`config.mk`:
```
export PLATFORM = sky130hd
export DESIGN_NAME = addsub_pipe
export DESIGN_NICKNAME = d
export VERILOG_FILES = /design/src/rtl/addsub_pipe.sv
export SDC_FILE = /design/constraint.sdc
export NUM_CORES = 1
export LEC_CHECK = 0
export CORE_MARGIN = 8
export CORE_UTILIZATION = 48
export DETAILED_ROUTE_END_ITERATION = 8
export PLACE_DENSITY = 0.87
export SETUP_SLACK_MARGIN = 0.3
export SLEW_MARGIN = 20
export SYNTH_ARGS = -nofsm -noshare
export SYNTH_HDL_FRONTEND = slang
export SYNTH_SLANG_ARGS = --single-unit
export TNS_END_PERCENT = 30
```
`constraint.sdc`:
```
create_clock -name clk -period 1.9 [get_ports clk]
set_input_delay 0.285 -clock clk [delete_from_list [all_inputs] [get_ports clk]]
set_output_delay 0.285 -clock clk [all_outputs]
set_load 0.1 [all_outputs]
```
`src/rtl/addsub_pipe.sv`:
```
// addsub_pipe: pipelined WIDTH-bit adder/subtractor with carry chaining,
// NZCV-style flags and a valid/ready handshake on both sides.
//
// Stage 1 captures the combinational sum, flags and (optionally) the
// saturated result. Stages 2..STAGES are plain register copies, each with
// its own valid bit. Bubbles collapse: a stage loads whenever it is empty
// or its content is moving on in the same cycle.
//
// Optional feature macro: ADDSUB_PIPE_SAT_EN
//   defined   -> in_sat = 1 clamps a signed overflow to the most-positive
//                or most-negative value
//   undefined -> in_sat is ignored and out_s is always the wrapped sum
//
// Parameters: WIDTH 4..64 (multiple of 4), STAGES 1..4.
module addsub_pipe #(
  parameter int WIDTH  = 32,
  parameter int STAGES = 2
) (
  input  logic             clk,
  input  logic             rst_n,
  input  logic             in_valid,
  output logic             in_ready,
  input  logic [WIDTH-1:0] in_x,
  input  logic [WIDTH-1:0] in_y,
  input  logic             in_sub,
  input  logic             in_use_cin,
  input  logic             in_cin,
  input  logic             in_sat,
  output logic             out_valid,
  input  logic             out_ready,
  output logic [WIDTH-1:0] out_s,
  output logic             out_c,
  output logic             out_v,
  output logic             out_z,
  output logic             out_n
);

  // Payload layout: {s, c, v, z, n}
  localparam int PW = WIDTH + 4;

  logic [WIDTH-1:0] y_eff;
  logic             cin_eff;
  logic [WIDTH:0]   sum_w;
  logic             ovf_w;
  logic [WIDTH-1:0] res_w;
  logic [PW-1:0]    pld_new;

  logic [STAGES-1:0] vld_q, vld_d;
  logic [STAGES-1:0] load;
  logic [PW-1:0]     pld_q [STAGES];
  logic [PW-1:0]     pld_d [STAGES];
  logic              rdy_q, rdy_d;
  logic              in_fire;

`ifdef ADDSUB_PIPE_SAT_EN
`else
  // in_sat has no effect in the wrapping-only build.
  logic unused_sat;
  assign unused_sat = in_sat;
`endif

  // Datapath: SUB is X + ~Y + 1, or X + ~Y + cin when the carry is chained.
  always_comb begin
    y_eff   = in_sub ? ~in_y : in_y;
    cin_eff = in_use_cin ? in_cin : in_sub;
    sum_w   = {1'b0, in_x} + {1'b0, y_eff} + {{WIDTH{1'b0}}, cin_eff};
    // Overflow: the two addends agree in sign and the result does not.
    ovf_w   = (in_x[WIDTH-1] == y_eff[WIDTH-1]) &&
              (sum_w[WIDTH-1] != in_x[WIDTH-1]);
    res_w   = sum_w[WIDTH-1:0];
`ifdef ADDSUB_PIPE_SAT_EN
    // Both addends share the sign of in_x when overflowing, so it picks the rail.
    if (in_sat && ovf_w) begin
      res_w = in_x[WIDTH-1] ? {1'b1, {(WIDTH-1){1'b0}}}
                            : {1'b0, {(WIDTH-1){1'b1}}};
    end
`endif
    pld_new = {res_w, sum_w[WIDTH], ovf_w, (res_w == '0), res_w[WIDTH-1]};
  end

  // A stage is blocked only when it and every stage after it are full and the
  // output is stalled; otherwise it may load (bubble collapsing).
  always_comb begin
    logic full_from;
    full_from = 1'b1;
    load      = '0;
    for (int k = STAGES - 1; k >= 0; k--) begin
      full_from = full_from & vld_q[k];
      load[k]   = !(full_from && !out_ready);
    end
  end

  // in_ready is gated by a flop cleared in reset so it is low during reset
  // and rises on the first clock after release.
  assign in_ready = rdy_q && load[0];
  assign in_fire  = in_valid && in_ready;

  // Next-state for valid bits and payloads: load from upstream or hold.
  always_comb begin
    rdy_d = 1'b1;
    vld_d = vld_q;
    for (int k = 0; k < STAGES; k++) begin
      pld_d[k] = pld_q[k];
    end

    if (load[0]) begin
      vld_d[0] = in_valid && rdy_q;
    end
    if (in_fire) begin
      pld_d[0] = pld_new;
    end

    for (int k = 1; k < STAGES; k++) begin
      if (load[k]) begin
        vld_d[k] = vld_q[k-1];
        if (vld_q[k-1]) begin
          pld_d[k] = pld_q[k-1];
        end
      end
    end
  end

  // Pipeline registers; reset drops every in-flight result immediately.
  always_ff @(posedge clk or negedge rst_n) begin
    if (!rst_n) begin
      vld_q <= '0;
      rdy_q <= 1'b0;
      for (int k = 0; k < STAGES; k++) begin
        pld_q[k] <= '0;
      end
    end else begin
      vld_q <= vld_d;
      rdy_q <= rdy_d;
      for (int k = 0; k < STAGES; k++) begin
        pld_q[k] <= pld_d[k];
      end
    end
  end

  assign out_valid = vld_q[STAGES-1];
  assign out_s     = pld_q[STAGES-1][PW-1:4];
  assign out_c     = pld_q[STAGES-1][3];
  assign out_v     = pld_q[STAGES-1][2];
  assign out_z     = pld_q[STAGES-1][1];
  assign out_n     = pld_q[STAGES-1][0];

endmodule
```
-- Word level (Yosys, flattened, before mapping)
Index checks and enable logic that the tools add are counted.
- bits in registers: 75
- input port bits: 72
- output and inout port bits: 38
- logic and storage cells: 24
- add/subtract/negate cells: 2
- equality and inequality tests: 2
- muxes and demuxes: 2
- bitwise gates (word level): 3
- reductions and logical operators: 10
- operators by type and width (operator ; count):
    32-bit by 32-bit adder with 33-bit output ; 1
    33-bit by 1-bit adder with 33-bit output ; 1
    32-bit logical NOT ; 1
    32-bit two-way mux ; 1
    32-bit inverter ; 1
    1-bit logical AND ; 6
    1-bit logical NOT ; 2
    2-bit AND reduction ; 1
    1-bit AND ; 1
    1-bit == test ; 1
    1-bit two-way mux ; 1
    1-bit != test ; 1
    1-bit inverter ; 1

-- Longest topological paths before layout
- depth after elaboration: 6
- gate-level depth with buffers: 15

-- Worst setup path before layout
OpenSTA, ideal clock, no wires.
- path type: input-to-reg
- start: input in_sub
- end: register pld_q[37] (netlist bit)
- library setup time: 0.066 ns
- data arrival time: 3.766 ns
- data required time: 1.834 ns
- slack: -1.932 ns
- stages: 14
- path buffers: 2
- path through: clkbuf_1 -> clkbuf_1 -> xnor2_1 -> fa_1 -> fa_1 -> and2b_2 -> o2111ai_2 -> a211oi_2 -> o2111ai_1 -> and3_1 -> or3_1 -> nor4_1 -> nand4_1 -> nand2_1
- longest elaborated chain between the ends: 4
- RTL lines (item ; line ; source):
    start: declaration ; 25 ; input logic in_sub,
    32-bit two-way mux ; 64 ; y_eff = in_sub ? ~in_y : in_y;
    32-bit by 32-bit adder with 33-bit output ; 66 ; sum_w = {1'b0, in_x} + {1'b0, y_eff} + {{WIDTH{1'b0}}, cin_eff};
    33-bit by 1-bit adder with 33-bit output * ; 66 ;
    32-bit logical NOT * ; 78 ; pld_new = {res_w, sum_w[WIDTH], ovf_w, (res_w == '0), res_w[WIDTH-1]};
    end signal: indexed assignment ; 135 ; pld_q[k] <= pld_d[k];
    end: declaration ; 50 ; logic [PW-1:0] pld_q [STAGES];
Every way passes the cells marked *; elsewhere a longest branch is shown, timed or not.
A chain may end at the register's enable or synchronous reset.

-- Worst setup path in the final report
- start: input in_y[7]
- end: register pld_q[37] (netlist bit)
- longest elaborated chain between the ends: 5
- RTL lines (item ; line ; source):
    start: declaration ; 24 ; input logic [WIDTH-1:0] in_y,
    32-bit inverter ; 64 ;
    32-bit two-way mux * ; 64 ;
    32-bit by 32-bit adder with 33-bit output * ; 66 ;
    33-bit by 1-bit adder with 33-bit output * ; 66 ;
    32-bit logical NOT * ; 78 ;
Marked as above.

==> reports/qor.csv <==
metric,value,unit
initial antenna violation count,0,
vias per cell,5.986,
die width,123.7,um
worst skew pair latency,0.34,ns
flop2flop setup slack,-0.48,ns
global placement routability congestion,0.8795,
total CTS buffers,9,
worst-margin pin slew,0.5053,ns
CTS tree,built,
cell taking the most area after synthesis,dfrtp_1,
Synth area leaders,"dfrtp_1 (33%), mux2_2 (8.1%), ha_1 (7.0%), xor2_1 (5.8%), nand2_1 (5.0%)",
via count,6142,
Period minus WS final,3.004,ns
IO Count,110,
hold_ws,0.4028,ns
Yosys top cell area share,32.80,%
Max Freq,332.9,MHz
critical path class,input pin to flip-flop,
Root Buffer,clkbuf_16,
"EDFF count, synth",0,
power density over the cells,1202,nW/um2
FF-to-FF path depth,9,
post-synthesis register bit count,73,
Post-synth ARST share,100.0,%
Clock Tree Buf Depth,2,
Max-slew headroom,65.96,%
final core occ,80.79,%
Max IR drop VDD,1487,uV
Finish-stage setup viols,32,
reg2reg end,pld_q[37],
first drt pass iteration count,5,
P_leak,4.222,nW
port bufs,108,
Setup crit start,in_y[7],
htree depth,3,
Critical Path RT,2.17,ns
diode count,0,
crit path DAT,3.28,ns
CP endpoint kind,flip-flop,
RSZ-0062 raised after global routing,yes,
Logic pwr share,63.3,%
drt first-iter violations,561,
total grt overflow,0,
clock slew at reported path FFs,0.06,ns
failing checks,negative setup slack,
WL/cell,20.36,um
Clk pwr share,14.8,%
fin nets,983,
clk sinks,73,
proportion of layout cells with a drive suffix above 1,48.36,%
Synth Flop Type,dfrtp_1,
total global-route track usage,24.83,%
maximum fanout along the worst path,3,
CORE AREA,11370,um2
Detailed Place HPWL,13820,um
Sequential Power Share,21.9,%
most frequent cell after synthesis,nand2_1,
first-pass GRT wire length,30230,um
Syn Inst Count,623,
DRT antenna net count,0,
Post-Syn Nets,728,
synth unique cells,67,
fin crit share,158.1,%
Die Height,123.7,um
vias in the first global route,6104,
Pins Over Slew Limit,0,
area grow syn2layout,64.93,%
"Avg Cell Area, Syn",8.939,um2
die area,15310,um2
Synth top cells by count,"nand2_1 (74), dfrtp_1 (73), o21ai_0 (43)",
switch share,49.84,%
status,"complete, but fails checks",
"Hold Vio Cnt, Final",0,
max cap viols,0,
Internal,0.005540,W
Post-Syn Area,5569,um2
type of origin of the critical path,input pin,
Clock Skew,0.006138,ns
Synthesis Warnings,0,
final WL,20890,um
crit path capture,pld_q[37],
DRC,0,
Worst Hold Class,input pin to flip-flop,
part of the Yosys area used for sequential elements,32.80,%
largest net degree at the start of global routing,50,
RR Startpoint,vld_q[0],
row count,39,
Psw,0.005504,W
Final WS setup,-1.104,ns
initial core utilization,48.98,%
==> cell families (layout without fill, tap and decap cells) <==
family                     Yosys count  count (layout)  share of synthesized area [%]
adders and majority gates           33              33                          7.684
xor gates and xnor gates            42              42                          6.605
buffers and inverters               75             335                          7.436
muxes                               42              42                          8.448
AOI/OAI and AO/OA                  166             166                          19.77
other                                1               1                        0.06734
DFF                                 73              73                          32.80
and+or+nand+nor                    191             191                          17.19
==> power by group through the flow <==
stage	logic, W	registers [W]	clock network (W)
4_1_cts	0.00650	0.00241	0.00164
6_report	0.00699	0.00242	0.00163
3_5_place_dp	0.00612	0.00243	0
2_1_floorplan	0.00445	0.00250	0
5_1_grt	0.00724	0.00248	0.00172
3_3_place_gp	0.00597	0.00238	0
==> flip-flops by register name (all words and copies together) (netlist names) <==
signal  cells
pld_q      35
out_s      31
vld_q       2
out_c       1
out_n       1
out_v       1
out_z       1
rdy_q       1
==> worst min-delay path by stage <==
stage	from	endpoint	slack, ns	depth (start not counted)
3_5_place_dp	rst_n	pld_q[43]	0.28	1
6_report	out_ready	vld_q[1]	0.40	3
3_3_place_gp	rst_n	out_s[4]	0.26	1
4_1_cts	out_ready	vld_q[1]	0.39	3
2_1_floorplan	rst_n	out_c	-0.01	0
5_1_grt	out_ready	vld_q[1]	0.41	3
==> layout make-up <==
class / count / area, um2
multi-input cells: 475 / 4172
repair buffers: 307 / 2669
fillers: 668 / 2185
flip-flops and latches: 73 / 1827
clock buffers: 14 / 284.0
well taps: 143 / 178.9
inverters: 12 / 45.04
clock inverters: 2 / 10.01
==> cells in the final DEF (no fill, tap or decap), drive strengths merged, types with 3 or more instances in the layout <==
cell type      instances
nor3                  15
and2                   5
buf                  241
nor4                   5
mux2                  40
o21a                   6
ha                    31
inv                   12
nand4b                 4
o22ai                  3
xnor2                  5
nand2                 74
clkbuf                15
o211ai                 7
nand3b                 3
a21o                  14
nor2                  17
dlymetal6s2s           7
o2111ai                8
nand4                 14
clkdlybuf4s50         48
nand3                 16
a211oi                 7
or2                    3
or4                    3
a2111oi                3
dlygate4sd2            9
xor2                  37
o21ai                 44
nand2b                 6
o31ai                 11
and3                  12
a21oi                 40
dfrtp                 73
or3                    7
o2111a                 3
==> what timing repair did <==
action,4_1_cts,5_1_grt
endpoints found under the setup margin,36,37
pin swaps,66,77
resized for setup,122,96
buffers inserted,17,14
hold endpoints to repair,20,0
hold buffers,1,0
==> per-stage QoR <==
stage	setup WS (ns)	total power, W	cells	area (um2)	setup TNS (ns)
floorplan	-1.255	0.006949	623	5725	-28.21
global placement	-1.649	0.008353	978	7772	-34.61
detailed placement	-1.731	0.008547	978	7772	-38.33
CTS	-1.116	0.01055	1012	8656	-16.57
global route	-1.185	0.01144	1026	9185	-19.87
finish	-1.104	0.01104	1026	9185	-17.54
==> critical path, stage by stage <==
cell and delay [ns]:
clkdlybuf4s50_1 0.48, xor2_1 0.15, ha_1 0.28, a21oi_2 0.23, o22ai_1 0.14, or2_4 0.27
o2111ai_2 0.24, buf_4 0.15, buf_6 0.09, a21oi_1 0.07, or3_4 0.40, nor4_4 0.28
nand4_1 0.11, nand2_1 0.08
==> routing by layer <==
metal | global-route usage [%] | wire [um] | vias up
met4 | 11.66 | 1016 | 0
li1 | - | - | 2769
met2 | 42.45 | 10410 | 353
met5 | 0 | 0 | -
met3 | 5.394 | 1622 | 98
met1 | 29.16 | 7840 | 2922
No activity file was read; power rests on OpenSTA's default activity.
